==> src/rtl/lc3_ctrl.sv <==
// =============================================================================
// Module      : lc3_ctrl
// Description : Multicycle LC-3 control FSM driving the shared-bus datapath.
// Revision    : 1.0 - initial release
// =============================================================================
`timescale 1ns/1ps
`default_nettype none

module lc3_ctrl #(
    parameter bit HALT_ON_ILLEGAL = 1'b1
) (
    input  logic        clk,
    input  logic        reset,
    input  logic [15:0] ir,
    input  logic        n,
    input  logic        z,
    input  logic        p,
    input  logic        mem_ready,
    output logic        ld_mar,
    output logic        ld_mdr,
    output logic        ld_ir,
    output logic        ld_pc,
    output logic        ld_reg,
    output logic        load_nzp,
    output logic [2:0]  gate_sel,
    output logic [1:0]  pc_sel,
    output logic        addr1_sel,
    output logic [1:0]  addr2_sel,
    output logic        marmux_sel,
    output logic        dr_sel,
    output logic        sr1_sel,
    output logic        mdr_sel,
    output logic [1:0]  alu_op,
    output logic        mem_en,
    output logic        mem_we,
    output logic        halted
);

    localparam logic [3:0] c_OP_BR   = 4'h0;
    localparam logic [3:0] c_OP_ADD  = 4'h1;
    localparam logic [3:0] c_OP_LD   = 4'h2;
    localparam logic [3:0] c_OP_ST   = 4'h3;
    localparam logic [3:0] c_OP_JSR  = 4'h4;
    localparam logic [3:0] c_OP_AND  = 4'h5;
    localparam logic [3:0] c_OP_LDR  = 4'h6;
    localparam logic [3:0] c_OP_STR  = 4'h7;
    localparam logic [3:0] c_OP_NOT  = 4'h9;
    localparam logic [3:0] c_OP_LDI  = 4'hA;
    localparam logic [3:0] c_OP_STI  = 4'hB;
    localparam logic [3:0] c_OP_JMP  = 4'hC;
    localparam logic [3:0] c_OP_LEA  = 4'hE;
    localparam logic [3:0] c_OP_TRAP = 4'hF;

    typedef enum logic [4:0] {
        S_RST, S_F1, S_F2, S_F3, S_DEC, S_ALU, S_LEA, S_BR, S_JMP, S_JS1, S_JS2,
        S_ADR, S_RD, S_IND, S_RD2, S_WB, S_SD, S_WR, S_TR1, S_TR2, S_TR3, S_HALT
    } state_t;

    state_t     r_state;
    state_t     w_next;
    logic       r_ben;
    logic [3:0] w_op;
    logic       w_unused;

    assign w_op     = ir[15:12];
    assign w_unused = ^ir[8:0];

    always_ff @(posedge clk or negedge reset) begin
        if (!reset) begin
            r_state <= S_RST;
            r_ben   <= 1'b0;
        end else begin
            r_state <= w_next;
            if (r_state == S_DEC)
                r_ben <= (ir[11] & n) | (ir[10] & z) | (ir[9] & p);
        end
    end

    always_comb begin
        w_next = r_state;
        case (r_state)
            S_RST:  w_next = S_F1;
            S_F1:   w_next = S_F2;
            S_F2:   if (mem_ready) w_next = S_F3;
            S_F3:   w_next = S_DEC;
            S_DEC: begin
                case (w_op)
                    c_OP_BR:                     w_next = S_BR;
                    c_OP_ADD, c_OP_AND, c_OP_NOT: w_next = S_ALU;
                    c_OP_LD, c_OP_LDR, c_OP_LDI,
                    c_OP_ST, c_OP_STR, c_OP_STI:  w_next = S_ADR;
                    c_OP_JSR:                    w_next = S_JS1;
                    c_OP_JMP:                    w_next = S_JMP;
                    c_OP_LEA:                    w_next = S_LEA;
                    c_OP_TRAP:                   w_next = S_TR1;
                    default:                     w_next = HALT_ON_ILLEGAL ? S_HALT : S_F1;
                endcase
            end
            S_ALU, S_LEA, S_BR, S_JMP, S_JS2, S_WB, S_TR3: w_next = S_F1;
            S_JS1:  w_next = S_JS2;
            S_ADR:  w_next = (w_op == c_OP_ST || w_op == c_OP_STR) ? S_SD : S_RD;
            // RD is shared by loads, both indirect first reads and the TRAP vector read
            S_RD: begin
                if (mem_ready) begin
                    if (w_op == c_OP_LDI || w_op == c_OP_STI) w_next = S_IND;
                    else if (w_op == c_OP_TRAP)              w_next = S_TR3;
                    else                                     w_next = S_WB;
                end
            end
            S_IND:  w_next = (w_op == c_OP_STI) ? S_SD : S_RD2;
            S_RD2:  if (mem_ready) w_next = S_WB;
            S_SD:   w_next = S_WR;
            S_WR:   if (mem_ready) w_next = S_F1;
            S_TR1:  w_next = S_TR2;
            S_TR2:  w_next = S_RD;
            S_HALT: w_next = S_HALT;
            default: w_next = S_RST;
        endcase
    end

    always_comb begin
        ld_mar     = 1'b0;
        ld_mdr     = 1'b0;
        ld_ir      = 1'b0;
        ld_pc      = 1'b0;
        ld_reg     = 1'b0;
        load_nzp   = 1'b0;
        gate_sel   = 3'd0;
        pc_sel     = 2'd0;
        addr1_sel  = 1'b0;
        addr2_sel  = 2'd0;
        marmux_sel = 1'b0;
        dr_sel     = 1'b0;
        sr1_sel    = 1'b0;
        mdr_sel    = 1'b0;
        alu_op     = 2'd0;
        mem_en     = 1'b0;
        mem_we     = 1'b0;
        halted     = 1'b0;
        case (r_state)
            S_F1: begin
                gate_sel = 3'd1;
                ld_mar   = 1'b1;
                ld_pc    = 1'b1;
            end
            S_F2, S_RD, S_RD2: begin
                mem_en = 1'b1;
                ld_mdr = mem_ready;
            end
            S_F3: begin
                gate_sel = 3'd4;
                ld_ir    = 1'b1;
            end
            S_ALU: begin
                alu_op   = (w_op == c_OP_AND) ? 2'd1 : (w_op == c_OP_NOT) ? 2'd2 : 2'd0;
                gate_sel = 3'd3;
                ld_reg   = 1'b1;
                load_nzp = 1'b1;
            end
            S_LEA: begin
                addr2_sel  = 2'd2;
                marmux_sel = 1'b1;
                gate_sel   = 3'd2;
                ld_reg     = 1'b1;
                load_nzp   = 1'b1;
            end
            S_BR: begin
                addr2_sel = 2'd2;
                pc_sel    = 2'd1;
                ld_pc     = r_ben;
            end
            S_JMP: begin
                addr1_sel = 1'b1;
                pc_sel    = 2'd1;
                ld_pc     = 1'b1;
            end
            S_JS1, S_TR1: begin
                gate_sel = 3'd1;
                dr_sel   = 1'b1;
                ld_reg   = 1'b1;
            end
            S_JS2: begin
                addr1_sel = ~ir[11];
                addr2_sel = ir[11] ? 2'd3 : 2'd0;
                pc_sel    = 2'd1;
                ld_pc     = 1'b1;
            end
            S_ADR: begin
                if (w_op == c_OP_LDR || w_op == c_OP_STR) begin
                    addr1_sel = 1'b1;
                    addr2_sel = 2'd1;
                end else begin
                    addr2_sel = 2'd2;
                end
                marmux_sel = 1'b1;
                gate_sel   = 3'd2;
                ld_mar     = 1'b1;
            end
            S_IND: begin
                gate_sel = 3'd4;
                ld_mar   = 1'b1;
            end
            S_WB: begin
                gate_sel = 3'd4;
                ld_reg   = 1'b1;
                load_nzp = 1'b1;
            end
            S_SD: begin
                sr1_sel  = 1'b1;
                alu_op   = 2'd3;
                gate_sel = 3'd3;
                mdr_sel  = 1'b1;
                ld_mdr   = 1'b1;
            end
            S_WR: begin
                mem_en = 1'b1;
                mem_we = 1'b1;
            end
            S_TR2: begin
                gate_sel = 3'd2;
                ld_mar   = 1'b1;
            end
            S_TR3: begin
                gate_sel = 3'd4;
                pc_sel   = 2'd2;
                ld_pc    = 1'b1;
            end
            S_HALT: halted = 1'b1;
            default: ;
        endcase
    end

endmodule

`default_nettype wire
==> config.mk <==
export PLATFORM = sky130hd
export DESIGN_NAME = lc3_ctrl
export DESIGN_NICKNAME = d
export VERILOG_FILES = /design/src/rtl/lc3_ctrl.sv
export SDC_FILE = /design/constraint.sdc
export NUM_CORES = 1
export LEC_CHECK = 0
export ABC_AREA = 1
export BUFFER_PORTS_ARGS = -buffer_cell sky130_fd_sc_hd__buf_2
export CORE_MARGIN = 5
export CORE_UTILIZATION = 40
export CTS_CLUSTER_SIZE = 24
export DETAILED_ROUTE_END_ITERATION = 8
export PLACE_DENSITY = 0.77
export RECOVER_POWER = 25
export SYNTH_ARGS = -nofsm -noshare
export SYNTH_HDL_FRONTEND = slang
export SYNTH_SLANG_ARGS = --single-unit
==> constraint.sdc <==
create_clock -name clk -period 1.2 [get_ports clk]
set_input_delay 0.24 -clock clk [delete_from_list [all_inputs] [get_ports clk]]
set_output_delay 0.24 -clock clk [all_outputs]
set_load 0.02 [all_outputs]
==> results.ini <==
[run_status]
status = finished, violations left
violations = negative setup slack

[timing]
clock_skew_ns = 0.0245
worst_hold_slack_ns = 0.259
fmax_ghz = 0.508
finalHoldViolations = 0
finalCriticalPeriod_ns = 1.97
slew_headroom_pct = 75.2
worst_slew_pin_slew_ns = 0.372
period_share_pct = 164
fin_ws_ns = -0.768
setup-violations-final = 29
slew_viol_final = 0
rsz0062_at_grt = true

[grt]
grt_pass1_wl_mm = 8.09
gr-total-overflow = 0
gr-usage-met3_pct = 7.99
grt_usage_pct = 30.3
antenna_found_initial = 0
grt_max_degree = 8
use_met2_pct = 50.2
grt_pass1_vias = 1710
gr-max-usage-layer = met2
met1_usage_pct = 34.9

[logic_synthesis]
syn_nets = 209
ys_ff_latch = 6
synth_seq_area_share_pct = 15.0
avgSynthCellArea_um2 = 5.51
syn_area_mm2 = 0.00100
yosys_warnings = 0
synth_cells = 182
synth_cell_type_count = 26

[setup_path]
worst_r2r_path_depth = 11
crit_start = r_state[2]
regToRegSetupSlack_ns = -0.68
path_class = reg2out
cpPeakStageDelay_ns = 0.47
required_ns = 0.96
critPathCaptureType = primary output
start_kind = register
r2r-end = r_state[1]
path_depth = 7
cp_num_buf_inv = 2
crit_chain = inv_1, nor2_2, nand3_1, nand2_1, nor2_1, nand3_1, buf_6
cp.arrival_ns = 1.73
path_delay_family = simple AND/OR/NAND/NOR gates
path_common_cell = nand3_1
critPathMaxFanout = 6
critPathSlowestCell = dfrtp_2
r2r_start = r_state[0]

[clock_network]
clkLatencyLatePin_ns = 0.28
cts_tree = yes
cts_root_buf = clkbuf_4
clkSlewWorstSetupHoldPaths_ns = 0.07
cts_buffers = 3
cts_buffer_depth = 2
htreeDepth = 1
cts_sinks = 6

[detailed_routing]
wirelength_mm = 5.99
vias = 1824
firstDrtPassIters = 5
final_antenna_net_count = 0
vias_per_cell = 5.72
drcViolationCount = 0
wl_per_cell_um = 18.8
drtIter0Drc = 190

[cells_and_area]
antenna_cells = 0
layout.cells.non_filler = 319
synthToLayoutAreaGrowth_pct = 116
finalInstanceArea_mm2 = 0.00216
nets = 317
drive_gt1_share_pct = 61.2
nFillCells = 115

[min_path]
hold_end = r_ben
hold_path.class = in2reg
min_from = p
worstHoldPathCells = 3

[die]
core_mm2 = 0.00243
initial_core_util_pct = 41.2
dieArea_mm2 = 0.00361
io_pins = 45
fp.dieH_um = 60.1
rows = 18
die_w_um = 60.1

[pwr]
p_per_area_mw_per_mm2 = 2180
fin_total_pwr_mw = 4.71
ir_drop_mv = 2.16
p_leak_nw = 1.24

[job]
cap_violations = 0

[place]
place_congestion = 0.947
place.port_buffers = 35
placed_area_mm2 = 0.00167
dp_hpwl_mm = 3.07
post-place-cells = 291

[cell type report]
cell class | instances | area (µm²) | area share [%]
inverters | 31 | 129 | 5.95
repair buffers | 105 | 837 | 38.7
well taps | 30 | 37.5 | 1.73
multi-input cells | 143 | 980 | 45.3
clock buffers | 4 | 26.3 | 1.21
flip-flops and latches | 6 | 155 | 7.17
[power breakdown]
group          internal [mW]  switching, mW
Sequential             0.297          0.200
Combinational           1.77           2.21
Clock                  0.128          0.107
Total                   2.20           2.52
[kinds of logic after synthesis]
logic type	count (synthesis)	share of synthesized area, %
adder cells (fa/ha/maj)	5	6.24
flip-flops	6	15.0
AO/OA/AOI/OAI	22	14.0
buffers and inverters	33	13.5
AND/OR/NAND/NOR	116	51.3
[worst max-delay path by stage]
stage	to
after detailed placement	gate_sel[0]
after floorplan	alu_op[0]
final	ld_pc
after global placement	gate_sel[0]
after global routing	ld_pc
after CTS	alu_op[0]
[registers in the layout, summed over array words and instances (netlist names)]
register,cells
r_state,5
r_ben,1
[cell usage after synthesis (all sizes together)]
master   instances  area (µm²)
a21oi            5        28.8
a41oi            1        8.76
buf              2        18.8
dfrtp            6         150
ha               5        62.6
inv             31         116
nand2           43         166
nand3           28         150
nand4            1        6.26
nor2            43         186
nor3             1        5.00
o2111ai          1        8.76
o211ai           1        7.51
o21ai            9        48.8
o21bai           1        7.51
o221ai           1        8.76
o22ai            1        6.26
o31ai            2        15.0
[layer usage]
layer  up-vias  wire (µm)
met1       825       2130
met5         -          0
met3        49        711
li1        801          -
met2       149       2740
met4         0        409
[repair_timing]
item / 4_1_cts / 5_1_grt
buffers inserted: 13 / 10
pin swaps: 15 / 10
hold buffers: 1 / 0
endpoints found under the hold margin: 6 / 0
resized for setup: 64 / 19
setup endpoints to repair: 29 / 29
[per-stage QoR]
stage          worst slack (ns)  utilization (%)  setup TNS, ns
2_1_floorplan            -0.269                -          -3.54
3_3_place_gp             -0.347             68.6          -7.24
3_5_place_dp             -0.360             68.6          -7.58
4_1_cts                  -0.542             83.0         -13.00
5_1_grt                  -0.762             89.0         -18.65
6_report                 -0.768             89.0         -17.96
[layout by cell type (no fill, tap or decap), drive strengths merged, types with 2 or more instances in the layout]
| master | count |
|---|---|
| a21oi | 5 |
| nand2 | 43 |
| inv | 31 |
| ha | 5 |
| o21ai | 9 |
| o31ai | 2 |
| nor2 | 43 |
| nand3 | 28 |
| dfrtp | 6 |
| buf | 103 |
| clkbuf | 5 |
[worst register-to-register path, stage by stage, from the launching register on]
cell,delay [ns]
dfrtp_2,0.50
inv_1,0.21
nor2_4,0.07
nand3_2,0.12
nand2_4,0.08
buf_4,0.15
buf_4,0.13
buf_4,0.13
nor2_1,0.12
nand3_1,0.12
nand2_1,0.07
nand2_1,0.05
No activity file was read; power rests on OpenSTA's default activity.
